File: config.mk
export PLATFORM = sky130hd
export DESIGN_NAME = fetch_dispatch_ctrl
export DESIGN_NICKNAME = d
export VERILOG_FILES = /design/src/rtl/cpu_pkg.sv /design/src/rtl/fetch_dispatch_ctrl_exec_timeout_ctr.sv /design/src/rtl/fetch_dispatch_ctrl.sv
export SDC_FILE = /design/constraint.sdc
export NUM_CORES = 1
export LEC_CHECK = 0
export CORE_MARGIN = 2
export CORE_UTILIZATION = 48
export DETAILED_ROUTE_END_ITERATION = 10
export PLACE_DENSITY = 0.85
export SETUP_SLACK_MARGIN = 0.05
export SLEW_MARGIN = 30
export SYNTH_ARGS = -nofsm -noshare
export SYNTH_HDL_FRONTEND = slang
export SYNTH_SLANG_ARGS = --single-unit
File: constraint.sdc
create_clock -name clk -period 4.6 [get_ports clk]
set_input_delay 0.46 -clock clk [delete_from_list [all_inputs] [get_ports clk]]
set_output_delay 0.46 -clock clk [all_outputs]
set_load 0.02 [all_outputs]
File: src/rtl/cpu_pkg.sv
// Shared core constants: opcodes, register selects, fetch FSM encoding and fault codes.
// The executor FSMs import the same opcode and register constants.
package cpu_pkg;

  typedef logic [3:0] opcode_t;

  localparam opcode_t OP_NOP  = 4'h0;
  localparam opcode_t OP_ADD  = 4'h1;
  localparam opcode_t OP_SUB  = 4'h2;
  localparam opcode_t OP_AND  = 4'h3;
  localparam opcode_t OP_OR   = 4'h4;
  localparam opcode_t OP_XOR  = 4'h5;
  localparam opcode_t OP_MOV  = 4'h6;
  localparam opcode_t OP_JMP  = 4'h7;
  localparam opcode_t OP_HALT = 4'hF;

  localparam logic [2:0] REG_G0 = 3'd0;
  localparam logic [2:0] REG_P0 = 3'd1;
  localparam logic [2:0] REG_G1 = 3'd2;
  localparam logic [2:0] REG_G2 = 3'd3;
  localparam logic [2:0] REG_G3 = 3'd4;
  localparam logic [2:0] REG_P1 = 3'd5;

  localparam logic [2:0] ST_IDLE   = 3'd0;
  localparam logic [2:0] ST_FETCH  = 3'd1;
  localparam logic [2:0] ST_DECODE = 3'd2;
  localparam logic [2:0] ST_EXEC   = 3'd3;
  localparam logic [2:0] ST_HALT   = 3'd4;
  localparam logic [2:0] ST_FAULT  = 3'd5;

  localparam logic [1:0] FC_NONE    = 2'b00;
  localparam logic [1:0] FC_ILLEGAL = 2'b01;
  localparam logic [1:0] FC_TIMEOUT = 2'b10;

  function automatic opcode_t opcode_of(input logic [15:0] word);
    return word[15:12];
  endfunction

endpackage

File: src/rtl/fetch_dispatch_ctrl_exec_timeout_ctr.sv
// Watchdog for the EXEC phase: counts EXEC cycles without a done strobe.
// expired_o fires combinationally in the cycle whose edge would bring the count to TIMEOUT.
module exec_timeout_ctr #(
  parameter int unsigned TIMEOUT = 15
) (
  input  logic clk,
  input  logic rst,
  input  logic clear_i,
  input  logic enable_i,
  output logic expired_o
);

  localparam logic [7:0] LAST = 8'(TIMEOUT - 1);

  logic [7:0] count_q, count_d;

  always_comb begin
    count_d = count_q;
    if (clear_i) begin
      count_d = '0;
    end else if (enable_i) begin
      count_d = count_q + 8'd1;
    end
  end

  assign expired_o = enable_i && !clear_i && (count_q == LAST);

  always_ff @(posedge clk or posedge rst) begin
    if (rst) begin
      count_q <= '0;
    end else begin
      count_q <= count_d;
    end
  end

endmodule

File: src/rtl/fetch_dispatch_ctrl.sv
// Instruction fetch/dispatch controller: owns the PC, fetches over req/ack,
// releases the executors for one instruction at a time and applies their pc_inc strobes.
module fetch_dispatch_ctrl
  import cpu_pkg::*;
#(
  parameter int unsigned ADDR_W   = 8,
  parameter int unsigned TIMEOUT  = 15,
  parameter logic [15:0] OP_VALID = 16'h00FF
) (
  input  logic              clk,
  input  logic              rst,
  input  logic              run,
  output logic              mem_rd,
  output logic [ADDR_W-1:0] mem_addr,
  input  logic              mem_ack,
  input  logic [15:0]       mem_rdata,
  output logic [15:0]       ir,
  output logic              if_active,
  input  logic              pc_inc,
  input  logic              exec_done,
  output logic [ADDR_W-1:0] pc,
  output logic              halted,
  output logic              fault,
  output logic [1:0]        fault_code,
  output logic [2:0]        state_dbg
);

  logic [2:0]        state_q, state_d;
  logic [ADDR_W-1:0] pc_q, pc_d;
  logic [15:0]       ir_q, ir_d;
  logic [1:0]        fault_code_q, fault_code_d;
  logic              in_exec;
  logic              timeout_expired;
  opcode_t           op;

  assign in_exec = (state_q == ST_EXEC);
  assign op      = opcode_of(ir_q);

  exec_timeout_ctr #(
    .TIMEOUT(TIMEOUT)
  ) u_timeout (
    .clk      (clk),
    .rst      (rst),
    .clear_i  (!in_exec),
    .enable_i (in_exec && !exec_done),
    .expired_o(timeout_expired)
  );

  always_comb begin
    state_d      = state_q;
    pc_d         = pc_q;
    ir_d         = ir_q;
    fault_code_d = fault_code_q;
    case (state_q)
      ST_IDLE: begin
        if (run) state_d = ST_FETCH;
      end
      ST_FETCH: begin
        if (mem_ack) begin
          ir_d    = mem_rdata;
          state_d = ST_DECODE;
        end
      end
      ST_DECODE: begin
        if (op == OP_HALT) begin
          state_d = ST_HALT;
        end else if (!OP_VALID[op]) begin
          state_d      = ST_FAULT;
          fault_code_d = FC_ILLEGAL;
        end else begin
          state_d = ST_EXEC;
        end
      end
      ST_EXEC: begin
        if (pc_inc) pc_d = pc_q + 1'b1;
        // A done strobe in the last allowed cycle beats the watchdog.
        if (exec_done) begin
          state_d = run ? ST_FETCH : ST_IDLE;
        end else if (timeout_expired) begin
          state_d      = ST_FAULT;
          fault_code_d = FC_TIMEOUT;
        end
      end
      ST_HALT, ST_FAULT: begin
        state_d = state_q;
      end
      default: begin
        state_d = ST_IDLE;
      end
    endcase
  end

  always_ff @(posedge clk or posedge rst) begin
    if (rst) begin
      state_q      <= ST_IDLE;
      pc_q         <= '0;
      ir_q         <= '0;
      fault_code_q <= FC_NONE;
    end else begin
      state_q      <= state_d;
      pc_q         <= pc_d;
      ir_q         <= ir_d;
      fault_code_q <= fault_code_d;
    end
  end

  assign mem_rd     = (state_q == ST_FETCH);
  assign mem_addr   = mem_rd ? pc_q : '0;
  assign ir         = ir_q;
  assign if_active  = !in_exec;
  assign pc         = pc_q;
  assign halted     = (state_q == ST_HALT);
  assign fault      = (state_q == ST_FAULT);
  assign fault_code = fault_code_q;
  assign state_dbg  = state_q;

endmodule

==> reports/metrics.yaml <==
switching_share_pct: 35.02
final_cells: 266
startpoint: "state_dbg[1]$_DFFE_PP0P_"
worst_r2r_startpoint: "state_dbg[1]$_DFFE_PP0P_"
min_period_ps: 2461
synth_edf_count: 0
syn_area_per_cell_um2: 11.94
crit_buf_inv: 1
synth.distinct_cells: 44
crit_slowest_cell: "clkdlybuf4s50_1"
first_pass_iters: 4
drive_gt1_share_pct: 16.97
cp_cell_sequence: "nor3b_4, and2_2, clkdlybuf4s50_1"
fillCellCount: 275
peakVddDrop_mv: 0.3605
maxSlewViolCount: 0
grt_pass1_vias: 1357
layout_commonest_cell: "clkdlybuf4s50_1"
ys_ff_latch: 37
cts.repair.resized: 0
place.port_buffers: 62
antenna_found_initial: 0
max_stage_delay_ps: 590
r2r-end: "ir[9]$_DFFE_PP0P_"
power.leakage_nw: 1.097
postRouteWirelength_um: 3832
crit_end: "mem_addr[4]"
power_frac_seq_pct: 34.9
drtIter0Drc: 77
hold_buffers: 0
cts_tree: "done"
drcViolationCount: 0
postCtsSetupBuffers: 0
synthArstFlopShare_pct: 100.0
grt_max_degree: 38
path_max_fanout: 14
mappedNetlistArea_um2: 1838
htreeDepth: 2
synth_fp_nets: 179
ys_seq_area_share_pct: 50.37
end_kind: "output pin"
antenna_left: 0
max-slew-margin-rel_pct: 70.36
grtUsageTotal_pct: 19.27
status: "completed"
ys.flop_type: "dfrtp_1"
root_buffer: "clkbuf_8"
clkLatencyLatePin_ps: 280
cp.required_ps: 4140
cp.arrival_ps: 2000
post-route-period-util_pct: 53.51
fin_setup_tns_ps: 0
cts_buffers: 5
yosysWarnings: 0
cts_num_sinks: 37
num_antenna_cells: 0
rows: 22
grt_pass1_wl_um: 6334
dpl.hpwl_um: 2830
cap_violations: 0
cp.depth: 3
hold_violations: 0
p_int_mw: 0.9832
fmax_ghz: 0.4063
die_h_um: 65.88
nets: 242
layout_common_cells: "62 x clkdlybuf4s50_1, 37 x dfrtp_1, 10 x mux2_4"
io_pins: 63
worstRegToRegCells: 3
num_vias: 1352
place_inst: 258
area_growth_pct: 39.96
critPathTopFamily: "simple AND/OR/NAND/NOR gates"
setup-violations-final: 0
core-area_um2: 3661
power_frac_comb_pct: 46.2
wl_per_cell_um: 14.41
grt_overflow: 0
start_util_pct: 50.21
path_clk_slew_ps: 70
place_congestion: 0.8235
power_frac_clock_pct: 19.0
hold_class: "flop to flop"
rrSetupSlack_ps: 2810
dieWidth_um: 65.88
die_area_um2: 4340
rsz0062_at_grt: "false"
netlist_instances: 154
clock-skew-final_ps: 6.781
power.switching_mw: 0.5298
worst_pin_slew_ps: 444.6
vias_per_cell: 5.083
cts.path.max_buffers: 2
path_class: "flop to output pin"
start_kind: "flop"
pwr_density_cell_nw_per_um2: 588.1
-- worst min path at each step --
stage | end | cells after the start | startpoint | slack [ps]
3_5_place_dp | fault_code[1]$_DFFE_PP0P_ | 1 | fault_code[1]$_DFFE_PP0P_ | 480
3_3_place_gp | pc[7]$_DFFE_PP0P_ | 1 | pc[7]$_DFFE_PP0P_ | 480
4_1_cts | pc[7]$_DFFE_PP0P_ | 1 | pc[7]$_DFFE_PP0P_ | 500
2_1_floorplan | u_timeout.count_q[7]$_DFFE_PP0P_ | 2 | u_timeout.count_q[7]$_DFFE_PP0P_ | 510
6_report | pc[7]$_DFFE_PP0P_ | 1 | pc[7]$_DFFE_PP0P_ | 500
5_1_grt | ir[11]$_DFFE_PP0P_ | 1 | ir[11]$_DFFE_PP0P_ | 530
-- power groups by stage --
stage	Combinational, mW	Sequential, mW	Clock (mW)
2_1_floorplan	0.337	0.618	0
4_1_cts	0.706	0.527	0.289
5_1_grt	0.742	0.544	0.305
3_5_place_dp	0.701	0.533	0
3_3_place_gp	0.690	0.523	0
6_report	0.698	0.528	0.287
-- sequential cells by signal, indices dropped and copies added (netlist names) --
| signal | count |
|---|---|
| u_timeout.count_q | 8 |
| ir | 16 |
| fault_code | 2 |
| pc | 8 |
| state_dbg | 3 |
-- routing by layer --
metal  up-vias  wire [um]  GRT usage, %
met3         2        186         3.918
met1       652       1677         23.80
met4         0         34         5.469
li1        657          -             -
met5         -          0             0
met2        41       1934         33.96
-- through the flow --
step	power [mW]	setup slack (ps)	utilization (%)	hold WS (ps)	area, um^2
after floorplan	0.9554	2736	-	513.2	1838
after global placement	1.213	2481	67.09	478.6	2456
after detailed placement	1.234	2412	67.09	484.4	2456
after CTS	1.522	2115	70.27	500.0	2572
after global routing	1.591	2017	70.27	526.6	2572
final	1.513	2139	70.27	495.3	2572
-- cells by family (layout without fill, tap and decap cells) --
family | count (synthesis) | count (layout) | synth area share, %
DFF | 37 | 37 | 50.37
xor gates and xnor gates | 11 | 11 | 5.242
muxes | 17 | 17 | 12.46
AOI/OAI and AO/OA | 18 | 18 | 6.059
and+or+nand+nor | 56 | 56 | 18.99
adders and majority gates | 3 | 3 | 2.042
buffers and inverters | 12 | 76 | 4.832
-- cell type report --
type	count	area [um^2]	share of cell area (%)
flip-flops and latches	37	925.9	35.99
multi-input cells	105	823.3	32.00
repair buffers	63	628.1	24.42
clock buffers	7	86.33	3.356
well taps	48	60.06	2.335
clock inverters	1	30.03	1.167
inverters	5	18.77	0.7296
-- Yosys cell counts, types with 2 or more instances --
cell / number / share of area, %
nand3_1: 3 / 0.82
mux2_4: 10 / 8.2
and2_1: 2 / 0.68
inv_1: 4 / 0.82
nand4_1: 2 / 0.68
clkbuf_1: 2 / 0.41
nor2b_1: 3 / 1.0
nor2_1: 9 / 1.8
nor3_1: 3 / 0.82
a21oi_1: 6 / 1.6
buf_6: 2 / 1.2
xor2_1: 8 / 3.8
xnor2_1: 3 / 1.4
nand4b_1: 2 / 0.95
mux2_2: 7 / 4.3
nor4_1: 2 / 0.68
o21ai_0: 5 / 1.4
dfrtp_1: 37 / 50
and3b_1: 3 / 1.4
and2_2: 6 / 2.5
nand2_1: 9 / 1.8
or3_1: 2 / 0.68
ha_1: 3 / 2.0
No activity file was read; power rests on OpenSTA's default activity.
